## src/rtl/frame_assembler56.sv

```systemverilog
// Purpose : aligns a byte stream on a start-of-frame marker and collects NBYTES data bytes plus an XOR checksum byte into one frame word.
// Latency : out_valid rises on the edge that accepts the checksum byte, so it is visible one cycle after that byte.
// Backpressure: while a finished frame waits for out_ready, in_ready is low. in_ready returns high the cycle after delivery.
module frame_assembler56 #(
    parameter int NBYTES = 7
) (
    input  logic                  clk,
    input  logic                  rst_n,
    input  logic [7:0]            in_data,
    input  logic                  in_valid,
    input  logic                  in_sof,
    output logic                  in_ready,
    output logic [8*NBYTES-1:0]   out_data,
    output logic                  out_valid,
    input  logic                  out_ready,
    output logic                  out_chk_ok,
    output logic [3:0]            byte_cnt,
    output logic                  err_sync,
    output logic [7:0]            frame_cnt
);

    localparam int          LP_W  = 8 * NBYTES;
    localparam logic [3:0]  LP_NB = 4'(NBYTES);

    typedef enum logic [1:0] {
        IDLE    = 2'd0,
        COLLECT = 2'd1,
        CHK     = 2'd2,
        HOLD    = 2'd3
    } state_t;

    state_t              r_state;
    state_t              w_state_nxt;

    logic [LP_W-1:0]     r_shift;
    logic [LP_W-1:0]     w_shift_nxt;
    logic [7:0]          r_xor;
    logic [7:0]          w_xor_nxt;
    logic [3:0]          r_byte_cnt;
    logic [3:0]          w_byte_cnt_nxt;
    logic [LP_W-1:0]     r_out_data;
    logic [LP_W-1:0]     w_out_data_nxt;
    logic                r_out_chk_ok;
    logic                w_out_chk_ok_nxt;
    logic                r_err_sync;
    logic                w_err_sync_nxt;
    logic [7:0]          r_frame_cnt;
    logic [7:0]          w_frame_cnt_nxt;

    logic                w_accept;
    logic                w_deliver;

    // The input side is closed while a frame is parked waiting for downstream.
    assign in_ready   = rst_n && (r_state != HOLD);
    assign out_valid  = (r_state == HOLD);
    assign w_accept   = in_valid && in_ready;
    assign w_deliver  = out_valid && out_ready;

    assign out_data   = r_out_data;
    assign out_chk_ok = r_out_chk_ok;
    assign byte_cnt   = r_byte_cnt;
    assign err_sync   = r_err_sync;
    assign frame_cnt  = r_frame_cnt;

    // State register; reset drops any partial or held frame.
    always_ff @(posedge clk) begin
        if (!rst_n) begin
            r_state <= IDLE;
        end else begin
            r_state <= w_state_nxt;
        end
    end

    // Next-state and datapath update for the framing sequence.
    always_comb begin
        w_state_nxt      = r_state;
        w_shift_nxt      = r_shift;
        w_xor_nxt        = r_xor;
        w_byte_cnt_nxt   = r_byte_cnt;
        w_out_data_nxt   = r_out_data;
        w_out_chk_ok_nxt = r_out_chk_ok;
        w_err_sync_nxt   = r_err_sync;
        w_frame_cnt_nxt  = r_frame_cnt;

        case (r_state)
            IDLE: begin
                if (w_accept) begin
                    if (in_sof) begin
                        w_shift_nxt    = {{(LP_W-8){1'b0}}, in_data};
                        w_xor_nxt      = in_data;
                        w_byte_cnt_nxt = 4'd1;
                        w_state_nxt    = COLLECT;
                    end else begin
                        // Byte outside any frame: drop it and flag loss of alignment.
                        w_err_sync_nxt = 1'b1;
                    end
                end
            end

            COLLECT: begin
                if (w_accept) begin
                    if (in_sof) begin
                        // A new marker aborts the partial frame and starts over on this byte.
                        w_shift_nxt    = {{(LP_W-8){1'b0}}, in_data};
                        w_xor_nxt      = in_data;
                        w_byte_cnt_nxt = 4'd1;
                        w_err_sync_nxt = 1'b1;
                    end else begin
                        w_shift_nxt    = {r_shift[LP_W-9:0], in_data};
                        w_xor_nxt      = r_xor ^ in_data;
                        w_byte_cnt_nxt = r_byte_cnt + 4'd1;
                        if (r_byte_cnt + 4'd1 == LP_NB) begin
                            w_state_nxt = CHK;
                        end
                    end
                end
            end

            CHK: begin
                if (w_accept) begin
                    if (in_sof) begin
                        w_shift_nxt    = {{(LP_W-8){1'b0}}, in_data};
                        w_xor_nxt      = in_data;
                        w_byte_cnt_nxt = 4'd1;
                        w_err_sync_nxt = 1'b1;
                        w_state_nxt    = COLLECT;
                    end else begin
                        // This byte is the checksum; it is compared, not stored.
                        w_out_data_nxt   = r_shift;
                        w_out_chk_ok_nxt = (in_data == r_xor);
                        w_state_nxt      = HOLD;
                    end
                end
            end

            HOLD: begin
                if (w_deliver) begin
                    w_frame_cnt_nxt = r_frame_cnt + 8'd1;
                    w_byte_cnt_nxt  = 4'd0;
                    w_state_nxt     = IDLE;
                end
            end

            default: begin
                w_state_nxt = IDLE;
            end
        endcase
    end

    // Datapath and status registers.
    always_ff @(posedge clk) begin
        if (!rst_n) begin
            r_shift      <= '0;
            r_xor        <= 8'd0;
            r_byte_cnt   <= 4'd0;
            r_out_data   <= '0;
            r_out_chk_ok <= 1'b0;
            r_err_sync   <= 1'b0;
            r_frame_cnt  <= 8'd0;
        end else begin
            r_shift      <= w_shift_nxt;
            r_xor        <= w_xor_nxt;
            r_byte_cnt   <= w_byte_cnt_nxt;
            r_out_data   <= w_out_data_nxt;
            r_out_chk_ok <= w_out_chk_ok_nxt;
            r_err_sync   <= w_err_sync_nxt;
            r_frame_cnt  <= w_frame_cnt_nxt;
        end
    end

endmodule

```

## config.mk

```make
export PLATFORM = sky130hd
export DESIGN_NAME = frame_assembler56
export DESIGN_NICKNAME = d
export VERILOG_FILES = /design/src/rtl/frame_assembler56.sv
export SDC_FILE = /design/constraint.sdc
export NUM_CORES = 1
export LEC_CHECK = 0
export ABC_AREA = 1
export CAP_MARGIN = 20
export CORE_MARGIN = 2
export CORE_UTILIZATION = 44
export DETAILED_ROUTE_END_ITERATION = 12
export DONT_BUFFER_PORTS = 1
export SLEW_MARGIN = 15
export SYNTH_ARGS = -nofsm -noshare
export SYNTH_HDL_FRONTEND = slang
export SYNTH_SLANG_ARGS = --single-unit
```

## constraint.sdc

```tcl
create_clock -name clk -period 1.6 [get_ports clk]
set_input_delay 0.24 -clock clk [delete_from_list [all_inputs] [get_ports clk]]
set_output_delay 0.24 -clock clk [all_outputs]
set_load 0.1 [all_outputs]
```

; ---- Word level (Yosys, flattened, before mapping)
; Index checks and enable logic that the tools add are counted.
; W data, S select, Z words.
[word_totals]
register_bits = 136
inputBits = 13
[classes]
addsub = 2
n_eq_ne = 18
muxes = 30
bitwise_logic = 2
reduce_logical = 14
[ops]
columns = operator, n
row1 = $mux W56, 4
row2 = $pmux W56 S2, 1
row3 = $mux W8, 4
row4 = $mux W4, 5
row5 = $mux W2, 8
row6 = $ne A2 B2 Y1 const B, 8
row7 = $pmux W8 S2, 1
row8 = $pmux W4 S3, 1
row9 = $ne A2 B1 Y1 const B, 5
row10 = $add A8 B1 Y8 const B, 1
row11 = $eq A8 B8 Y1, 1
row12 = $pmux W2 S4, 1
row13 = $reduce_and A4 Y1, 2
row14 = $xor A8 B8 Y8, 1
row15 = $reduce_and A7 Y1, 1
row16 = $reduce_and A5 Y1, 1
row17 = $add A4 B1 Y4 const B, 1
row18 = $eq A2 B2 Y1 const B, 2
row19 = $eq A4 B3 Y1 const B, 1
row20 = $mux W1, 4
row21 = $reduce_bool A2 Y1, 2
row22 = $reduce_or A2 Y1, 2
row23 = $logic_and A1 B1 Y1, 3
row24 = $reduce_and A3 Y1, 1
row25 = 5 further kinds, 5

; ---- Longest topological paths before layout
[depth]
ltp_word = 6
ltp_mapped = 11
ltp_nobuf = 11

; ---- Least setup slack after synthesis
; Ideal clock, no wire load.
[synth_timing]
path_kind = register to register
startpoint = reg r_state[0]
endpoint = reg r_shift[15]
setup_ns = 0.128
arrival_time_ns = 2.496
required_ns = 1.472
path_slack_ns = -1.024
stages_incl_launch_ff = 10
synth_period_minus_slack_ns = 2.624
cell_sequence = dfxtp_1 > ha_1 > nor2_4 > nand2_2 > inv_2 > nand3_2 > buf_4 > buf_6 > a22oi_1 > nor2_1
[synth_between]
elab_chain_cells = 5
elab_cells_between_ends = 13
[synth_lines]
columns = element, line_no
row1 = "start, declared", 32  ; state_t r_state;
row2 = "start signal, assigned", 70  ; r_state <= w_state_nxt;
row3 = $ne A2 B2 Y1 (*), 54  ; assign in_ready = rst_n && (r_state != HOLD);
row4 = $logic_and A1 B1 Y1 (*), 54
row5 = named net in_ready, 12  ; output logic in_ready,
row6 = $logic_and A1 B1 Y1 (*), 56  ; assign w_accept = in_valid && in_ready;
row7 = $ne A2 B1 Y1 (no line) or $ne A2 B2 Y1 (tied branches), -
row8 = $reduce_and A4 Y1 (no line) (*), -
row9 = "end signal, assigned", 161  ; r_shift <= w_shift_nxt;
row10 = "end, declared", 35  ; logic [LP_W-1:0] r_shift;
; Mark *: on every way through the listed nets, which the timed path passes. The rest lies on a longest branch.
; A chain may end at the register's enable or synchronous reset.

; ---- Worst setup path after layout
[layout_timing]
startpoint = reg r_state[1]
endpoint = reg r_shift[19]
[layout_between]
elab_chain_cells = 5
elab_cells_between_ends = 13
[layout_lines]
columns = element, line_no
row1 = $ne A2 B2 Y1, 54
row2 = $logic_and A1 B1 Y1, 54
row3 = $logic_and A1 B1 Y1, 56
row4 = $ne A2 B1 Y1 (no line) or $ne A2 B2 Y1 (tied branches), -
row5 = $reduce_and A4 Y1 (no line), -
; Several ways; a longest one is shown, not always the timed one.

==> results.json <==
{
  "clk_transition_reported_paths_ns": 0.06,
  "overflow": 0,
  "hp-class": "in -> reg",
  "syn_area_per_cell_um2": 8.06,
  "leakage_nw": 3.49,
  "ir_worst_vdd_v": 0.000846,
  "worstSetupEndpointType": "flip-flop",
  "timing.rr.start": "r_state[1]",
  "utilization_pct": 70.6,
  "finalSetupViolations": 122,
  "drt_pass1_iterations": 4,
  "grt_max_degree": 75,
  "vias": 4933,
  "cts_sinks": 136,
  "hold_viol": 28,
  "reg2reg_to": "r_shift[19]",
  "dieArea_um2": 12600,
  "nets": 797,
  "chipHeight_um": 112,
  "mostFrequentLayoutCells": "nor2_1 (162), dfxtp_1 (127), buf_4 (102)",
  "setup_tns_ns": -8.73,
  "min_period_ns": 1.75,
  "dpl.cell_count": 838,
  "path_common_cell": "buf_6",
  "critPathKind": "reg -> reg",
  "antenna_cells": 0,
  "path_buf_inv": 6,
  "tightest_slew_ns": 0.686,
  "coreArea_um2": 11400,
  "outcome": "complete, but fails checks",
  "clock_latency_ns": 0.42,
  "synth_xor_area_share_pct": 1.36,
  "rsz0062_at_grt": "true",
  "grt_pass1_wl_mm": 22.5,
  "synth-simple-area-share_pct": 22.0,
  "fin_worst_skew_ns": 0.00739,
  "cts_max_level": 4,
  "yosys.cell_types.count": 27,
  "min_path_cells": 2,
  "slew_viol_final": 0,
  "maxCapViolCount": 0,
  "cts_hold_buffers": 9,
  "yosys.area_share.adder_pct": 2.19,
  "initial_utilization_pct": 45.1,
  "yosysWarningCount": 0,
  "die_w_um": 112,
  "antenna_found_initial": 0,
  "crit_required_ns": 1.88,
  "worstPathArrival_ns": 2.03,
  "synth_top_cell_by_area": "dfxtp_1",
  "synth_mux_area_share_pct": 0,
  "first_global_vias": 4599,
  "crit_family": "buffers and inverters",
  "vias_per_cell": 5.30,
  "power_density_nw_per_um2": 1020,
  "max_stage_delay_ns": 0.37,
  "slowest_stage": "dfxtp_4",
  "dp_hpwl_mm": 7.82,
  "final_common_cell": "nor2_1",
  "instances_no_fill": 931,
  "area_growth_pct": 56.5,
  "syn_nets": 661,
  "finalCritPeriodShare_pct": 109,
  "drive_above_1_share_pct": 42.0,
  "ys_ff_latch": 136,
  "wl_mm": 15.8,
  "port_buffers": 0,
  "fmax_mhz": 571,
  "path_cells": "inv_4 -> buf_6 -> ha_4 -> inv_2 -> nand2_2 -> buf_6 -> nand3_4 -> buf_12 -> buf_16 -> a22oi_2 -> nor2_1",
  "route.detailed.drc": 0,
  "path_max_fanout": 9,
  "netlist_instances": 639,
  "synth-compound-area-share_pct": 15.7,
  "place_congestion": 0.838,
  "min-delay-start": "rst_n",
  "netlist_area_um2": 5150,
  "violations": "negative hold slack, negative setup slack",
  "ff2ff_path_depth": 11,
  "clockRootBuffer": "clkbuf_16",
  "r2r_setup_slack_ns": -0.15,
  "cts_made_buffers": 17,
  "synth_area_leaders": "dfxtp_1 (53%), nor2_1 (14%), a22oi_1 (7.0%)",
  "hold_path_end": "frame_cnt[0]",
  "hold_ws_ns": -0.0576,
  "row_count": 39,
  "num_io_pins": 85,
  "slew_headroom_pct": 54.3,
  "postRouteAntennaNets": 0,
  "drt-initial-drc-count": 340,
  "grt_usage_pct": 22.4,
  "cts.path.max_buffers": 2,
  "cts_tree": "built",
  "synth_top_area_share_pct": 52.8,
  "synth_top_family_by_area": "simple AND/OR/NAND/NOR gates",
  "ys_seq_area_share_pct": 52.8,
  "layout_setup_ws_ns": -0.151,
  "wire_per_inst_um": 17.0,
  "worstSetupStartpointType": "flip-flop"
}
==> cell type report <==
class	count	area, um2
clock buffers	22	474
clock inverters	10	100
fillers	828	3350
inverters	25	128
multi-input cells	444	2860
flip-flops and latches	136	2740
well taps	143	179
repair buffers	150	1570
repair inverters	1	6.26
==> flip-flops by register name, indices dropped and copies added (netlist names) <==
signal      cells
out_data       56
out_chk_ok      1
r_state         2
err_sync        1
byte_cnt        4
r_shift        56
r_xor           8
frame_cnt       8
==> layer usage <==
metal	vias up	share of wire, %	GRT usage (%)	wire (um)
met2	128	53	38.6	8340
met3	27	4.0	6.37	636
li1	2378	-	-	-
met5	-	0	0	0
met4	0	2.1	9.35	336
met1	2400	41	26.1	6520
==> cell families after synthesis <==
kind of cell    after synthesis
compound gates              136
flops                       136
fa+ha+maj                     9
xor+xnor                      8
simple gates                288
buf+inv                      62
==> timing repair <==
item / in CTS / in global routing
gates resized for setup: 121 / 119
pin swaps: 21 / 44
buffers inserted: 23 / 12
endpoints found under the setup margin: 93 / 130
hold endpoints to repair: 83 / 68
gates cloned: 7 / 13
==> synthesized netlist by cell type <==
library cell / number
nor3_1: 7
nand3_2: 1
buf_6: 7
o21ai_0: 53
nand2_2: 1
xnor2_1: 4
nand3_1: 6
clkbuf_1: 17
nor2_4: 2
o21ai_1: 13
a21oi_1: 20
nor2_2: 1
nor3b_1: 1
buf_1: 1
dfxtp_1: 136
a22oi_1: 48
buf_4: 3
o211ai_1: 1
ha_1: 9
inv_2: 5
buf_2: 9
nand4_1: 2
nand2_1: 75
xor2_1: 4
inv_1: 20
a31o_2: 1
nor2_1: 192
==> worst max-delay path by stage <==
stage,from,end,slack [ns],depth (start not counted)
6_report,r_state[1],r_shift[19],-0.15,11
5_1_grt,r_state[1],r_shift[24],-0.21,11
4_1_cts,r_state[1],r_shift[28],-0.03,10
3_5_place_dp,r_state[0],r_shift[49],-0.63,7
3_3_place_gp,r_state[0],r_shift[31],-0.53,7
2_1_floorplan,r_state[0],r_shift[15],-0.51,9
==> worst register-to-register path, cell delays in order (launching register included) <==
cell and delay (ns):
dfxtp_4 0.37, inv_4 0.08, buf_6 0.11, ha_4 0.14, inv_2 0.04, nand2_2 0.07, buf_6 0.12, nand3_4 0.11
buf_12 0.18, buf_16 0.16, a22oi_2 0.18, nor2_1 0.07
==> power breakdown <==
group	total, mW	switching, mW	internal (mW)
clock network	3.78	1.39	2.39
logic	0.988	0.593	0.395
registers	3.48	0.0479	3.44
total	8.25	2.03	6.22
==> through the flow <==
stage / worst slack, ns / power (mW) / cell area (um2)
4_1_cts: -0.0343 / 8.15 / 7420
2_1_floorplan: -0.514 / 3.99 / 5250
3_3_place_gp: -0.525 / 4.09 / 5910
6_report: -0.151 / 8.25 / 8060
5_1_grt: -0.212 / 8.51 / 8060
3_5_place_dp: -0.630 / 4.11 / 5910
No activity file was read; power rests on OpenSTA's default activity.
